[config.mk]
export PLATFORM = sky130hd
export DESIGN_NAME = issue_buffer
export DESIGN_NICKNAME = d
export VERILOG_FILES = /design/src/rtl/issue_pkg.sv /design/src/rtl/issue_hazard_check.sv /design/src/rtl/issue_buffer.sv
export SDC_FILE = /design/constraint.sdc
export NUM_CORES = 2
export LEC_CHECK = 0
export CAP_MARGIN = 20
export CORE_MARGIN = 3
export CORE_UTILIZATION = 49
export CTS_BUF_LIST = sky130_fd_sc_hd__clkbuf_2
export DETAILED_ROUTE_END_ITERATION = 8
export DONT_BUFFER_PORTS = 1
export PLACE_DENSITY_LB_ADDON = 0.15
export SLEW_MARGIN = 15
export SYNTH_ARGS = -nofsm -noshare
export SYNTH_HDL_FRONTEND = slang
export SYNTH_HIERARCHICAL = 1
export SYNTH_SLANG_ARGS = --single-unit
[constraint.sdc]
create_clock -name clk -period 8.6 [get_ports clk]
set_input_delay 1.72 -clock clk [delete_from_list [all_inputs] [get_ports clk]]
set_output_delay 1.72 -clock clk [all_outputs]
set_load 0.02 [all_outputs]
[src/rtl/issue_pkg.sv]
// Shared entry layout, MIPS field positions and decode helper for the issue buffer.
package issue_pkg;

   localparam int ISSUE_ENTRY_W = 64;

   localparam int PC_MSB   = 63;
   localparam int PC_LSB   = 32;
   localparam int INST_MSB = 31;
   localparam int INST_LSB = 0;

   localparam int OP_MSB = 31;
   localparam int OP_LSB = 26;
   localparam int RS_MSB = 25;
   localparam int RS_LSB = 21;
   localparam int RT_MSB = 20;
   localparam int RT_LSB = 16;
   localparam int RD_MSB = 15;
   localparam int RD_LSB = 11;

   localparam logic [5:0] OP_RTYPE = 6'b000000;

   typedef logic [4:0] reg_idx_t;

   // R-type writes rd, everything else is treated as writing rt.
   function automatic reg_idx_t dest_reg(input logic [5:0] opcode,
                                         input reg_idx_t rt,
                                         input reg_idx_t rd);
      return (opcode == OP_RTYPE) ? rd : rt;
   endfunction

endpackage

[src/rtl/issue_hazard_check.sv]
// Combinational RAW check between the two oldest buffered instructions.
module issue_hazard_check
   import issue_pkg::*;
(
   input  logic [31:0] inst1,
   input  logic [31:0] inst2,
   output logic        hazard
);

   reg_idx_t dest1;
   logic     unused_bits;

   always_comb begin
      dest1  = dest_reg(inst1[OP_MSB:OP_LSB], inst1[RT_MSB:RT_LSB], inst1[RD_MSB:RD_LSB]);
      hazard = (dest1 != '0) &&
               ((dest1 == inst2[RS_MSB:RS_LSB]) || (dest1 == inst2[RT_MSB:RT_LSB]));
   end

   assign unused_bits = ^{inst1[RS_MSB:RS_LSB], inst1[RD_LSB-1:0],
                          inst2[OP_MSB:OP_LSB], inst2[RT_LSB-1:0]};

endmodule

[src/rtl/issue_buffer.sv]
// Circular FWFT issue buffer: two-wide fetch writes, one- or two-wide decode reads.
// Dual issue (with hazard check) is enabled by defining ISSUE_DUAL_ISSUE_EN.
module issue_buffer
   import issue_pkg::*;
#(
   parameter int DEPTH   = 16,
   parameter int ENTRY_W = ISSUE_ENTRY_W
)(
   input  logic                   clk,
   input  logic                   rst,
   input  logic                   flush,
   input  logic                   w_en_1,
   input  logic                   w_en_2,
   input  logic [ENTRY_W-1:0]     w_data_1,
   input  logic [ENTRY_W-1:0]     w_data_2,
   output logic                   w_ready,
   input  logic                   id_ready,
   output logic [31:0]            id_pc_1,
   output logic [31:0]            id_inst_1,
   output logic                   id_en_1,
   output logic [31:0]            id_pc_2,
   output logic [31:0]            id_inst_2,
   output logic                   id_en_2,
   output logic [$clog2(DEPTH):0] count
);

   localparam int PTR_W = $clog2(DEPTH);
   localparam int CNT_W = PTR_W + 1;

   logic [ENTRY_W-1:0] mem [DEPTH];
   logic [PTR_W-1:0]   rd_ptr, wr_ptr;
   logic [PTR_W-1:0]   rd_ptr_p1, wr_ptr_p1;
   logic [1:0]         n_wr, n_pop;

   assign rd_ptr_p1 = rd_ptr + PTR_W'(1);
   assign wr_ptr_p1 = wr_ptr + PTR_W'(1);

   assign w_ready   = (count <= CNT_W'(DEPTH - 2));
   assign id_en_1   = (count >= CNT_W'(1));

   assign id_pc_1   = mem[rd_ptr][PC_MSB:PC_LSB];
   assign id_inst_1 = mem[rd_ptr][INST_MSB:INST_LSB];
   assign id_pc_2   = mem[rd_ptr_p1][PC_MSB:PC_LSB];
   assign id_inst_2 = mem[rd_ptr_p1][INST_MSB:INST_LSB];

`ifdef ISSUE_DUAL_ISSUE_EN
   logic hazard;

   issue_hazard_check u_hazard (
      .inst1  (id_inst_1),
      .inst2  (id_inst_2),
      .hazard (hazard)
   );

   assign id_en_2 = (count >= CNT_W'(2)) && id_en_1 && !hazard;
`else
   assign id_en_2 = 1'b0;
`endif

   always_comb begin
      n_wr  = '0;
      n_pop = '0;
      if (w_ready)
         n_wr = {1'b0, w_en_1} + {1'b0, w_en_2};
      if (id_ready)
         n_pop = {1'b0, id_en_1} + {1'b0, id_en_2};
   end

   // A lone strobe (either slot) always lands at wr_ptr so entries stay contiguous.
   always_ff @(posedge clk) begin
      if (n_wr != 2'd0)
         mem[wr_ptr] <= w_en_1 ? w_data_1 : w_data_2;
      if (n_wr == 2'd2)
         mem[wr_ptr_p1] <= w_data_2;
   end

   always_ff @(posedge clk or posedge rst) begin
      if (rst) begin
         rd_ptr <= '0;
         wr_ptr <= '0;
         count  <= '0;
      end else if (flush) begin
         rd_ptr <= '0;
         wr_ptr <= '0;
         count  <= '0;
      end else begin
         rd_ptr <= rd_ptr + PTR_W'(n_pop);
         wr_ptr <= wr_ptr + PTR_W'(n_wr);
         count  <= count + CNT_W'(n_wr) - CNT_W'(n_pop);
      end
   end

endmodule

==> impl_results.md <==
- Outcome: finished, final reports clean
- Postcts setup bufs: 0
- Die ar.: 0.126 mm2
- CTS Buf Count: 303
- Synth top area share: 0.515
- Final core occ: 0.526
- Library cells used by synthesis: 49
- Fill count: 10600
- GPL Wtd Cong: 0.797
- Max VDD drop: 0.000409 V
- Net count, final: 5114
- PortBufs: 0
- Post-synth EDFFs: 1024
- Max clock buf depth: 4
- Endpoints failing setup: 0
- PD cells: 245 mW/mm2
- Post-CTS sizing: 0
- CTS Hold Bufs: 2
- Tcrit/Tclk final: 0.865
- R2R setup slack: 3810 ps
- Global-route wire length before repair: 302 mm
- Largest net degree at the start of global routing: 133
- DRT antenna net count: 0
- Worst skew pair latency: 1650 ps
- Total Wirelength: 209 mm
- R2r endpoint: mem[9][46]
- DR WL/cell: 30.8 um
- Crit-path leading delay family: flip-flops
- Netlist Area Pre-Place: 0.0598 mm2
- DRC Markers: 0
- Cell Chain, Critical Path: and3b_1 > o21bai_4 > buf_4 > a21boi_0 > or3_1
- Fmax: 134 MHz
- Crit Reg-Reg Startpoint: count[4]
- Antenna violations before repair: 8
- Row cnt: 127
- Crit Path Max Fanout: 46
- TNS Setup: 0 ps
- Count leader, synth: nor2_1
- Core Area: 0.120 mm2
- Max_slew headroom: 0.223
- TritonCTS clock tree: done
- Syn_nets: 5291
- Initial DRC count: 6544
- Fin. Hold Viols: 0
- CP required: 6880 ps
- Crit path buffers/inverters: 1
- Worst Setup End Kind: output port
- Worst setup SP type: flip-flop
- CTS clk-pin slew, worst paths: 110 ps
- Synth cell count leaders: 1046 x nor2_1, 1028 x a21oi_1, 1024 x edfxtp_1
- Hold Path Class: in2reg
- DR pass1 iterations: 9
- Leak: 21.5 nW
- Clock skew: 155 ps
- Slowest stage delay, CP: 1120 ps
- CTS root buf: clkbuf_2
- Gr ovfl total: 0
- Critical-path top delay cell: dfrtp_4
- Mapped Avg Cell Area: 11.6 um2
- Clock sink count: 1037
- Die width: 355 um
- Ratio of cells with drive above 1 in the final layout: 0.203
- Synth-to-layout area growth: 6.12%
- Drt via density: 6.65
- FF+latch count, synth: 1037
- H-tree depth: 5
- Syn Inst Count: 5139
- Placed insts: 6265
- Area leader, netlist: edfxtp_1
- IO Pins: 270
- Routed via count: 45000
- Async SR Flop Fraction: 0.0125
- Synth area leaders: edfxtp_1 51%, mux4_2 14%, a21oi_1 8.6%
- Fin. max-slew vios: 0
- Ys Warns: 6
- Hold depth: 1
- Origin of the worst min-delay path: flush
- Seq/Total Area, Yosys: 0.520
- Die Span Y: 355 um
- Number of global-route vias before repair: 43500
- Dpl hpwl: 108 mm
- Initial Util: 0.496
- Worst R2R Path Depth: 8
- WHS Endpoint: wr_ptr[1]
- Max_cap viols: 0
- Min cycle time layout: 7440 ps
- Kind of critical path: reg2out
- RSZ-0062 raised after global routing: no
- Ys flop type: edfxtp_1
- GRT Util Overall: 0.327
- CP arrival: 5720 ps
- Post-Layout Cell Count: 6772
- Slew @ Worst Pin: 1170 ps
## report_power, final
group | internal [mW] | switching, mW | leakage, nW
clock | 1.36 | 2.21 | 1.94
combinational | 2.46 | 3.30 | 10.1
sequential | 5.96 | 0.222 | 9.42
total | 9.78 | 5.73 | 21.5
## layout make-up
| class | count | area (um2) | share of cell area |
|---|---|---|---|
| repair buffers | 153 | 1430 | 0.0225 |
| clock buffers | 434 | 2170 | 0.0343 |
| multi-input cells | 3450 | 26400 | 0.416 |
| diodes | 11 | 27.5 | 0.000434 |
| flip-flops and latches | 1037 | 31100 | 0.490 |
| clock inverters | 58 | 249 | 0.00393 |
| inverters | 17 | 66.3 | 0.00105 |
| well taps | 1612 | 2020 | 0.0318 |
## worst register-to-register path, delay by kind of cell (launching register included)
family | cells | cell delay [ps]
buffers and inverters | 4 | 1950
DFF | 1 | 470
adders and majority gates | 1 | 260
AOI/OAI and AO/OA | 2 | 1070
and+or+nand+nor | 1 | 640
## state kept, by name, summed over array words and instances (netlist names)
| register | count |
|---|---|
| mem | 1024 |
| count | 5 |
| rd_ptr | 4 |
| wr_ptr | 4 |
## metrics by stage
step | worst slack (ps) | hold slack [ps] | power [mW] | cell area, um2
after detailed placement | 2530 | 708 | 12.0 | 60900
final | 1160 | 171 | 15.5 | 63400
after global placement | 2630 | 709 | 12.0 | 60800
after CTS | 793 | 9.04 | 15.6 | 63300
after floorplan | 881 | 593 | 10.8 | 59800
after global routing | 878 | 57.4 | 16.2 | 63400
## worst max path at each step
stage | from | end | slack (ps) | depth (start not counted)
after CTS | rd_ptr[1] | id_inst_1[5] | 790 | 6
after global placement | rd_ptr[1] | id_inst_1[5] | 2630 | 6
after global routing | rd_ptr[0] | id_inst_2[21] | 880 | 5
after detailed placement | rd_ptr[1] | id_inst_1[5] | 2530 | 6
final | rd_ptr[3] | id_pc_2[10] | 1160 | 5
after floorplan | w_en_1 | mem[0][0] | 880 | 4
## cells in the final DEF, fill, tap and decap left out, types with 64 or more instances in the layout
cell      count
a221oi_1    128
o21ai_0      66
clkbuf_2    434
nand2_1      72
edfxtp_1   1024
buf_4       131
mux4_2      384
mux2i_1     314
a22oi_1      64
a21boi_0    128
a21oi_1    1028
a22o_1       64
or3_1        66
nor2_1     1034
## metal layers
metal / up-vias / part of all wire / track usage
li1: 19300 / - / -
met5: - / 0.00015 / 0
met2: 3018 / 0.47 / 0.515
met3: 573 / 0.12 / 0.0688
met1: 22100 / 0.37 / 0.439
met4: 4 / 0.045 / 0.149
## kinds of logic (layout without fill, tap and decap cells)
logic type / Yosys count / count (layout) / share of synthesized area
compound gates: 1507 / 1507 / 0.149
simple gates: 1213 / 1213 / 0.0806
flops: 1037 / 1037 / 0.520
mux: 705 / 705 / 0.199
buf+inv: 652 / 662 / 0.0471
fa+ha+maj: 18 / 18 / 0.00402
xor+xnor: 6 / 6 / 0.000879
other cells: 1 / 12 / 0.0000628
Note: power is estimated with default switching activity, not from simulation.
